## src/rtl/tcam_match_sequencer_pkg.sv

```systemverilog
`default_nettype none
// ============================================================================
//  Module   : tcam_match_sequencer_pkg
//  Brief    : Shared state encoding and width helper for the TCAM sequencer.
//  Revision : 1.0
// ============================================================================
package tcam_match_sequencer_pkg;

    typedef enum logic [0:0] {
        ST_IDLE = 1'b0,
        ST_SCAN = 1'b1
    } state_t;

    function automatic int clog2(input int v);
        int r;
        r = 0;
        for (int i = 0; i < 31; i++) begin
            if ((1 << i) < v) r = i + 1;
        end
        return r;
    endfunction

endpackage
`default_nettype wire

```

## src/rtl/tcam_match_sequencer_pr_encoder.sv

```systemverilog
`default_nettype none
// ============================================================================
//  Module   : pr_encoder_param
//  Brief    : Combinational N -> W priority encoder (highest index wins),
//             built as a tree of 4-way nodes.
//  Revision : 1.0
// ============================================================================
module pr_encoder_param
    import tcam_match_sequencer_pkg::*;
#(
    parameter  int N = 16,
    localparam int W = clog2(N)
) (
    input  logic [N-1:0] i_vec,
    output logic [W-1:0] o_idx,
    output logic         o_valid
);

    // The leaf vector is padded up to a power of four so every node has
    // exactly four children; padded bits never win because they are zero.
    localparam int L  = (W + 1) / 2;
    localparam int IW = 2 * L;
    localparam int NP = 1 << IW;

    logic [NP-1:0] w_leaf;

    for (genvar gi = 0; gi < NP; gi++) begin : g_pad
        if (gi < N) begin : g_real
            assign w_leaf[gi] = i_vec[gi];
        end else begin : g_zero
            assign w_leaf[gi] = 1'b0;
        end
    end

    for (genvar gl = 1; gl <= L; gl++) begin : g_lvl
        localparam int NN = NP >> (2 * gl);
        logic [NN-1:0]    w_v;
        logic [NN*IW-1:0] w_ix;

        for (genvar gj = 0; gj < NN; gj++) begin : g_node
            logic [3:0]      w_cv;
            logic [4*IW-1:0] w_cix;
            logic [1:0]      w_sel;

            if (gl == 1) begin : g_leafin
                assign w_cv  = w_leaf[4*gj +: 4];
                assign w_cix = '0;
            end else begin : g_nodein
                assign w_cv  = g_lvl[gl-1].w_v[4*gj +: 4];
                assign w_cix = g_lvl[gl-1].w_ix[4*gj*IW +: 4*IW];
            end

            assign w_sel = w_cv[3] ? 2'd3 :
                           w_cv[2] ? 2'd2 :
                           w_cv[1] ? 2'd1 : 2'd0;

            // Child code supplies the low bits, this node's pick the next two.
            assign w_v[gj]            = |w_cv;
            assign w_ix[gj*IW +: IW]  = w_cix[w_sel*IW +: IW]
                                      | (IW'(w_sel) << (2 * (gl - 1)));
        end
    end

    assign o_valid = g_lvl[L].w_v[0];
    assign o_idx   = g_lvl[L].w_ix[W-1:0];

endmodule
`default_nettype wire

```

## src/rtl/tcam_match_sequencer.sv

```systemverilog
`default_nettype none
// ============================================================================
//  Module   : tcam_match_sequencer
//  Brief    : Captures a TCAM match vector and emits matching indices one per
//             beat, highest first (top match only or every match).
//  Revision : 1.0
// ============================================================================
module tcam_match_sequencer
    import tcam_match_sequencer_pkg::*;
#(
    parameter  int N = 16,
    localparam int W = clog2(N)
) (
    input  logic         clk,
    input  logic         rst_n,
    input  logic         in_valid,
    output logic         in_ready,
    input  logic [N-1:0] in_match,
    input  logic         in_mode_all,
    output logic         out_valid,
    input  logic         out_ready,
    output logic [W-1:0] out_index,
    output logic         out_none,
    output logic         out_last
);

    state_t       r_state;
    logic [N-1:0] r_pend;
    logic         r_mode;
    logic         r_empty;

    logic [W-1:0] w_idx;
    logic         w_hit;
    logic [N-1:0] w_top;
    logic [N-1:0] w_rest;
    logic         w_scan;
    logic         w_last;
    logic         w_accept;

    pr_encoder_param #(.N(N)) u_enc (
        .i_vec   (r_pend),
        .o_idx   (w_idx),
        .o_valid (w_hit)
    );

    // One-hot of the current winner; clearing it exposes the next match.
    assign w_top    = {{(N-1){1'b0}}, 1'b1} << w_idx;
    assign w_rest   = r_pend & ~w_top;

    assign w_scan   = (r_state == ST_SCAN);
    assign w_last   = w_scan && (r_empty || !r_mode || (w_rest == '0));

    assign out_valid = w_scan;
    assign out_index = (w_scan && w_hit) ? w_idx : '0;
    assign out_none  = w_scan && r_empty;
    assign out_last  = w_last;

    // Accepting during the final beat keeps the pipe full with no bubble.
    assign in_ready  = !w_scan || (out_ready && w_last);
    assign w_accept  = in_valid && in_ready;

    always_ff @(posedge clk or negedge rst_n) begin
        if (!rst_n) begin
            r_state <= ST_IDLE;
            r_pend  <= '0;
            r_mode  <= 1'b0;
            r_empty <= 1'b0;
        end else if (w_accept) begin
            r_state <= ST_SCAN;
            r_pend  <= in_match;
            r_mode  <= in_mode_all;
            r_empty <= (in_match == '0);
        end else if (w_scan && out_ready) begin
            r_pend <= w_rest;
            if (w_last) r_state <= ST_IDLE;
        end
    end

endmodule
`default_nettype wire
```

## config.mk

```make
export PLATFORM = sky130hd
export DESIGN_NAME = tcam_match_sequencer
export DESIGN_NICKNAME = d
export VERILOG_FILES = /design/src/rtl/tcam_match_sequencer_pkg.sv /design/src/rtl/tcam_match_sequencer_pr_encoder.sv /design/src/rtl/tcam_match_sequencer.sv
export SDC_FILE = /design/constraint.sdc
export NUM_CORES = 1
export LEC_CHECK = 0
export BUFFER_PORTS_ARGS = -buffer_cell sky130_fd_sc_hd__buf_2
export CELL_PAD_IN_SITES_DETAIL_PLACEMENT = 1
export CELL_PAD_IN_SITES_GLOBAL_PLACEMENT = 1
export CORE_AREA = 2 2 73 75
export CTS_BUF_LIST = sky130_fd_sc_hd__clkbuf_16
export DETAILED_ROUTE_END_ITERATION = 7
export DIE_AREA = 0 0 75 77
export GPL_ROUTABILITY_DRIVEN = 1
export PLACE_DENSITY_LB_ADDON = 0.1
export SYNTH_ARGS = -nofsm -noshare
export SYNTH_HDL_FRONTEND = slang
export SYNTH_HIERARCHICAL = 1
export SYNTH_SLANG_ARGS = --single-unit
```

## constraint.sdc

```tcl
create_clock -name clk -period 8.2 [get_ports clk]
set_input_delay 1.64 -clock clk [delete_from_list [all_inputs] [get_ports clk]]
set_output_delay 1.64 -clock clk [all_outputs]
set_load 0.02 [all_outputs]
```

-- Word-level counts from Yosys, hierarchy flattened
Index checks and enable logic that the tools add are counted.
- flip-flop bits (word level): 19
- input port bits: 21
- logic and storage cells: 58
- output and inout port bits: 8
- shift-type cells: 6
- bitwise gates (word level): 7
- multiplexer cells: 21
- reductions and logical operators: 20
- operators by type and width (cell ; count):
    $shiftx A16 B5 Y4 const A ; 4
    $logic_not A16 Y1 ; 2
    $mux W16 ; 2
    $mux W2 ; 10
    $and A16 B16 Y16 ; 1
    $not A16 Y16 ; 1
    $or A4 B2 Y4 ; 4
    $reduce_or A16 Y1 ; 1
    $shiftx A16 B5 Y4 ; 1
    $shl A1 B4 Y16 const A ; 1
    $reduce_or A4 Y1 ; 3
    $mux W1 ; 8
    $logic_and A1 B1 Y1 ; 6
    $mux W4 ; 1
    $or A4 B4 Y4 ; 1
    $reduce_bool A2 Y1 ; 2
    $logic_or A1 B1 Y1 ; 3
    $logic_not A1 Y1 ; 2
    $reduce_and A2 Y1 ; 1

-- Depth between registers and ports, before layout
- depth after elaboration: 18
- mapped depth: 11

-- By module
The synthesis kept the hierarchy.
- by module, submodules not included (module ; cells an instance ; area each (sq um) ; instances):
    tcam_match_sequencer ; 193 ; 1517.7 ; 1
    pr_encoder_param ; 28 ; 171.4 ; 1

-- Least setup slack after synthesis
OpenSTA, ideal clock, no wires.
- kind: register to output
- start point: register r_pend[13]
- end point: output port out_last
- data arrival time: 2.940 ns
- cell stages (with the launch flop): 10
- path slack: 3.620 ns
- data required time: 6.560 ns
- cells stage by stage: dfrtp_1 > nor4_4 > nand2_2 > nor4_2 > nor2_1 > or4b_1 > a21oi_1 > o22ai_1 > or4_1 > a21boi_1
- cells in the longest elaborated chain, start to end: 13
- elaborated cells on any way between the ends: 15
- classes of those cells: shift: 3; mux: 4; bitwise: 4; reduce/logical: 4
- RTL lines (what ; RTL line ; text):
    start: declaration ; tcam_match_sequencer.sv:28 ; logic [N-1:0] r_pend;
    start signal: assignment ; tcam_match_sequencer.sv:70 ; r_pend <= in_match;
    start signal: assignment ; tcam_match_sequencer.sv:74 ; r_pend <= w_rest;
    $mux W1 ; tcam_match_sequencer_pr_encoder.sv:55 ; w_cv[1] ? 2'd1 : 2'd0;
    $mux W2 ; tcam_match_sequencer_pr_encoder.sv:54 ; w_cv[2] ? 2'd2 :
    $mux W2 ; tcam_match_sequencer_pr_encoder.sv:53 ; assign w_sel = w_cv[3] ? 2'd3 :
    $shiftx A16 B5 Y4 ; tcam_match_sequencer_pr_encoder.sv:59 ; assign w_ix[gj*IW +: IW] = w_cix[w_sel*IW +: IW]
    $or A4 B2 Y4 ; tcam_match_sequencer_pr_encoder.sv:60 ; | (IW'(w_sel) << (2 * (gl - 1)));
    $shiftx A16 B5 Y4 ; tcam_match_sequencer_pr_encoder.sv:59 ;
    $or A4 B4 Y4 (*) ; tcam_match_sequencer_pr_encoder.sv:60 ;
    via w_idx[3] ; tcam_match_sequencer.sv:32 ; logic [W-1:0] w_idx;
    $shl A1 B4 Y16 (*) ; tcam_match_sequencer.sv:47 ; assign w_top = {{(N-1){1'b0}}, 1'b1} << w_idx;
    $not A16 Y16 (*) ; tcam_match_sequencer.sv:48 ; assign w_rest = r_pend & ~w_top;
    $and A16 B16 Y16 (*) ; tcam_match_sequencer.sv:48 ;
    $logic_not A16 Y1 (*) ; tcam_match_sequencer.sv:51 ; assign w_last = w_scan && (r_empty || !r_mode || (w_rest == '0));
    $logic_or A1 B1 Y1 (*) ; tcam_match_sequencer.sv:51 ;
    $logic_and A1 B1 Y1 (*) ; tcam_match_sequencer.sv:51 ;
    end: declaration ; tcam_match_sequencer.sv:24 ; output logic out_last
The timed path passes the listed nets; every way through them passes the cells marked *.

-- Worst setup path after layout
- start point: register r_pend[13]
- end point: output port in_ready
- cells in the longest elaborated chain, start to end: 15
- elaborated cells on any way between the ends: 17
- classes of those cells: shift: 3; mux: 4; bitwise: 4; reduce/logical: 6
- RTL lines (what ; RTL line ; text):
    $mux W1 ; tcam_match_sequencer_pr_encoder.sv:55 ;
    $mux W2 ; tcam_match_sequencer_pr_encoder.sv:54 ;
    $mux W2 ; tcam_match_sequencer_pr_encoder.sv:53 ;
    $shiftx A16 B5 Y4 ; tcam_match_sequencer_pr_encoder.sv:59 ;
    $or A4 B2 Y4 ; tcam_match_sequencer_pr_encoder.sv:60 ;
    $shiftx A16 B5 Y4 ; tcam_match_sequencer_pr_encoder.sv:59 ;
    $or A4 B4 Y4 (*) ; tcam_match_sequencer_pr_encoder.sv:60 ;
    via w_idx[3] ; tcam_match_sequencer.sv:32 ;
    $shl A1 B4 Y16 (*) ; tcam_match_sequencer.sv:47 ;
    $not A16 Y16 (*) ; tcam_match_sequencer.sv:48 ;
    $and A16 B16 Y16 (*) ; tcam_match_sequencer.sv:48 ;
    $logic_not A16 Y1 (*) ; tcam_match_sequencer.sv:51 ;
    $logic_or A1 B1 Y1 (*) ; tcam_match_sequencer.sv:51 ;
    $logic_and A1 B1 Y1 (*) ; tcam_match_sequencer.sv:51 ;
    $logic_and A1 B1 Y1 (*) ; tcam_match_sequencer.sv:59 ; assign in_ready = !w_scan || (out_ready && w_last);
    $logic_or A1 B1 Y1 (*) ; tcam_match_sequencer.sv:59 ;
    end: declaration ; tcam_match_sequencer.sv:17 ; output logic in_ready,
Marks and branches as above.

==> impl_metrics.tcl <==
set metrics [dict create \
    cts_inserted_buffers 3 \
    area_growth_syn_to_layout_pct 16.96 \
    grt_antenna_before_repair 0 \
    syn_area_um2 1689 \
    die_w_um 75 \
    post_route_cells_drive_above_1_share 0.1748 \
    timing_worst_setup_path_type "flop to output pin" \
    final_core_util 0.3969 \
    detail_route.drc_violations 0 \
    antenna_left 0 \
    worst_slew_margin_rel 0.3584 \
    synthesis.instances 221 \
    maximum_fanout_along_the_worst_path 24 \
    clock_latency_ps 250 \
    clk_path_buf_depth 2 \
    die_h_um 77 \
    highest_delay_cell_along_the_critical_path "sky130_fd_sc_hd__nor4_4" \
    cts_tree "yes" \
    detailed_routing_iterations_pass_1 4 \
    synth_async_sr_flop_share 1.000 \
    synth-seq-area-share 0.2815 \
    cts_repair_resize_count 0 \
    fmaxAchievable_mhz 182.4 \
    critPathRequiredTime_ps 6560 \
    p_per_area_nw_per_um2 138.1 \
    count_of_pins_over_their_slew_limit 0 \
    vdd_ir_drop_max_mv 0.08675 \
    total_core_area_um2 4977 \
    cts.hold.buffers_added 0 \
    rows 26 \
    dpl_worst_slack_ps 3020 \
    syn_nets 242 \
    num_vias 1847 \
    post-dp-hpwl_um 4747 \
    synth_warnings 6 \
    violation_count_after_the_first_detailed_route_iteration 145 \
    floorplan.die_area_um2 5775 \
    hold_violations 0 \
    grt_start_max_net_pins 25 \
    crit_path_end_kind "output pin" \
    cts.repair_timing.setup_buffer_count 0 \
    numPortBuffers 28 \
    dominant_register_cell_in_the_synthesized_netlist "sky130_fd_sc_hd__dfrtp_1" \
    tcrit_tclk_final 0.6686 \
    grt_setup_unrepaired "false" \
    critical_path.n_buffers_inverters 1 \
    number_of_max_capacitance_violations_reported 0 \
    net_total_in_the_final_layout 268 \
    worst_ep_arrival_time_ps 3840 \
    clk_root_buffer_cell "sky130_fd_sc_hd__clkbuf_16" \
    status "finished, final reports clean" \
    via_count_of_the_first_global_routing_pass 1879 \
    average_via_count_per_standard_cell 5.845 \
    cts.sink_count 19 \
    post-layout-total-power_uw 272.8 \
    critPathLaunchType "flop" \
    routed_wl_um 6338 \
    setup_viol 0 \
    number_of_storage_elements_in_the_synthesis_netlist 19 \
    ios 29 \
    avgSynthCellArea_um2 7.643 \
    diodes 0 \
    place_congestion 0.8591 \
    crit_path_max_incr_delay_ps 590 \
    setup_tns_ps 0 \
    power.static_leakage_nw 0.7749 \
    holdCritPathClass "flop to flop" \
    critical_path.cell_chain "nor4_4, nand2_2, nor4_2, nor2_1, or4b_1, a21oi_1, o22ai_1, nor4_4, nor2_2, nor2_1, buf_2" \
    min_period_ps 5483 \
    cts.reportedPaths.clkPinSlew_ps 60 \
    placedCellCount 312 \
    finClkSkew_ps 3.519 \
    floorplan.initialDensity 0.3394 \
    fin_worst_setup_slack_ps 2717 \
    track_usage 0.2342 \
    gr-total-overflow 0 \
    max_slew.worst_pin.slew_ps 958.8 \
    stdcell_count 316 \
    clock_h_tree_levels 1 \
    worst_path_top_cell_family_by_delay "simple AND/OR/NAND/NOR gates" \
    wl_per_cell_um 20.06 \
    synth-edff-count 0 \
    wire_length_of_the_first_global_routing_pass_um 10410 \
    synthDistinctLibCells 48 \
]
## metrics by stage
stage	cell area, um2	hold slack, ps
4_1_cts	1976	516.8
5_1_grt	1976	538.7
6_report	1976	514.4
3_5_place_dp	1896	495.5
3_3_place_gp	1896	504.9
2_1_floorplan	1689	468.7
## flip-flops by register name (all words and copies together), names as in the netlist
name       count
out_valid      1
r_mode         1
r_pend        16
r_empty        1
## placed cells by master, fill, tap and decap left out, drive strengths merged, types with 5 or more instances in the layout
| cell type | Yosys | final |
|---|---|---|
| a21oi | 13 | 13 |
| and3 | 5 | 5 |
| buf | 3 | 30 |
| dfrtp | 19 | 19 |
| inv | 15 | 15 |
| nand2 | 10 | 10 |
| nand2b | 6 | 6 |
| nor2 | 30 | 30 |
| nor4 | 11 | 11 |
| o21ai | 29 | 29 |
| o221ai | 10 | 10 |
| or3b | 6 | 6 |
## cell type report
| type | instances | area [um2] |
|---|---|---|
| well taps | 70 | 87.58 |
| repair buffers | 30 | 155.1 |
| clock buffers | 3 | 75.07 |
| inverters | 15 | 56.30 |
| fillers | 633 | 3002 |
| multi-input cells | 178 | 1121 |
| flip-flops and latches | 19 | 475.5 |
| clock inverters | 1 | 5.005 |
## final timing paths
check,end,slack [ps],cells after the start,start
setup / recovery,in_ready,2720,11,r_pend[13]$_DFFE_PN0P_
hold / removal,r_mode$_DFFE_PN0P_,510,1,r_mode$_DFFE_PN0P_
setup reg to reg,r_pend[8]$_DFFE_PN0P_,4350,10,r_pend[13]$_DFFE_PN0P_
hold reg to reg,r_mode$_DFFE_PN0P_,510,1,r_mode$_DFFE_PN0P_
max in group asynchronous,r_pend[0]$_DFFE_PN0P_,6530,1,rst_n
min in group asynchronous,out_valid$_DFFE_PN0P_,1340,1,rst_n
## where the power goes
group	total (mW)	internal [mW]	switching, mW
Combinational	0.0647	0.0218	0.0429
Clock	0.104	0.0655	0.0382
Sequential	0.104	0.0968	0.00749
Total	0.273	0.184	0.0886
## cell families (layout without fill, tap and decap cells)
family                 count (synthesis)  in the layout  share of synthesized area
AOI/OAI and AO/OA                     83             83                     0.3207
and+or+nand+nor                       95             95                     0.3430
DFF                                   19             19                     0.2815
buffers and inverters                 24             49                    0.05481
## cells in the mapped netlist, types with 2 or more instances
| cell | count | area (um2) |
|---|---|---|
| sky130_fd_sc_hd__or4b_1 | 2 | 20.02 |
| sky130_fd_sc_hd__nor3_1 | 4 | 20.02 |
| sky130_fd_sc_hd__a211o_1 | 2 | 17.52 |
| sky130_fd_sc_hd__nor2_1 | 29 | 108.9 |
| sky130_fd_sc_hd__o31ai_1 | 4 | 30.03 |
| sky130_fd_sc_hd__nand4_1 | 3 | 18.77 |
| sky130_fd_sc_hd__nor4_2 | 2 | 25.02 |
| sky130_fd_sc_hd__a21oi_1 | 12 | 60.06 |
| sky130_fd_sc_hd__o21ai_0 | 28 | 140.1 |
| sky130_fd_sc_hd__buf_2 | 2 | 10.01 |
| sky130_fd_sc_hd__or3b_1 | 6 | 52.55 |
| sky130_fd_sc_hd__inv_1 | 15 | 56.30 |
| sky130_fd_sc_hd__or3_1 | 3 | 18.77 |
| sky130_fd_sc_hd__a21o_1 | 4 | 30.03 |
| sky130_fd_sc_hd__o221ai_1 | 10 | 87.58 |
| sky130_fd_sc_hd__nor2b_1 | 3 | 18.77 |
| sky130_fd_sc_hd__o22ai_1 | 4 | 25.02 |
| sky130_fd_sc_hd__dfrtp_1 | 19 | 475.5 |
| sky130_fd_sc_hd__nand4bb_1 | 2 | 22.52 |
| sky130_fd_sc_hd__a22oi_1 | 4 | 30.03 |
| sky130_fd_sc_hd__nand2_1 | 9 | 33.78 |
| sky130_fd_sc_hd__nor4_1 | 7 | 43.79 |
| sky130_fd_sc_hd__and3_1 | 5 | 31.28 |
| sky130_fd_sc_hd__nand2b_1 | 6 | 37.54 |
| sky130_fd_sc_hd__and2_1 | 2 | 12.51 |
| sky130_fd_sc_hd__nor4_4 | 2 | 42.54 |
| sky130_fd_sc_hd__o21a_1 | 4 | 30.03 |
| sky130_fd_sc_hd__clkbuf_1 | 6 | 22.52 |
| sky130_fd_sc_hd__a31oi_1 | 2 | 12.51 |
| sky130_fd_sc_hd__nand3b_1 | 2 | 15.01 |
## worst reg2reg max path: stages, from the launching register on
cell                       delay [ps]
sky130_fd_sc_hd__dfrtp_1          440
sky130_fd_sc_hd__nor4_4           420
sky130_fd_sc_hd__nand2_2          320
sky130_fd_sc_hd__nor4_2           300
sky130_fd_sc_hd__nor2_1           260
sky130_fd_sc_hd__or4b_1           560
sky130_fd_sc_hd__a21oi_1          160
sky130_fd_sc_hd__o22ai_1          130
sky130_fd_sc_hd__nor4_4           590
sky130_fd_sc_hd__a31oi_2          310
sky130_fd_sc_hd__o221ai_1         260
## per-layer routing
layer,global-route usage,up-vias,wire length [um]
met5,0,-,0
met4,0.05893,0,137
met3,0.02628,12,145
met2,0.3702,31,3038
met1,0.3352,915,3017
li1,-,889,-
No activity file was read; power rests on OpenSTA's default activity.
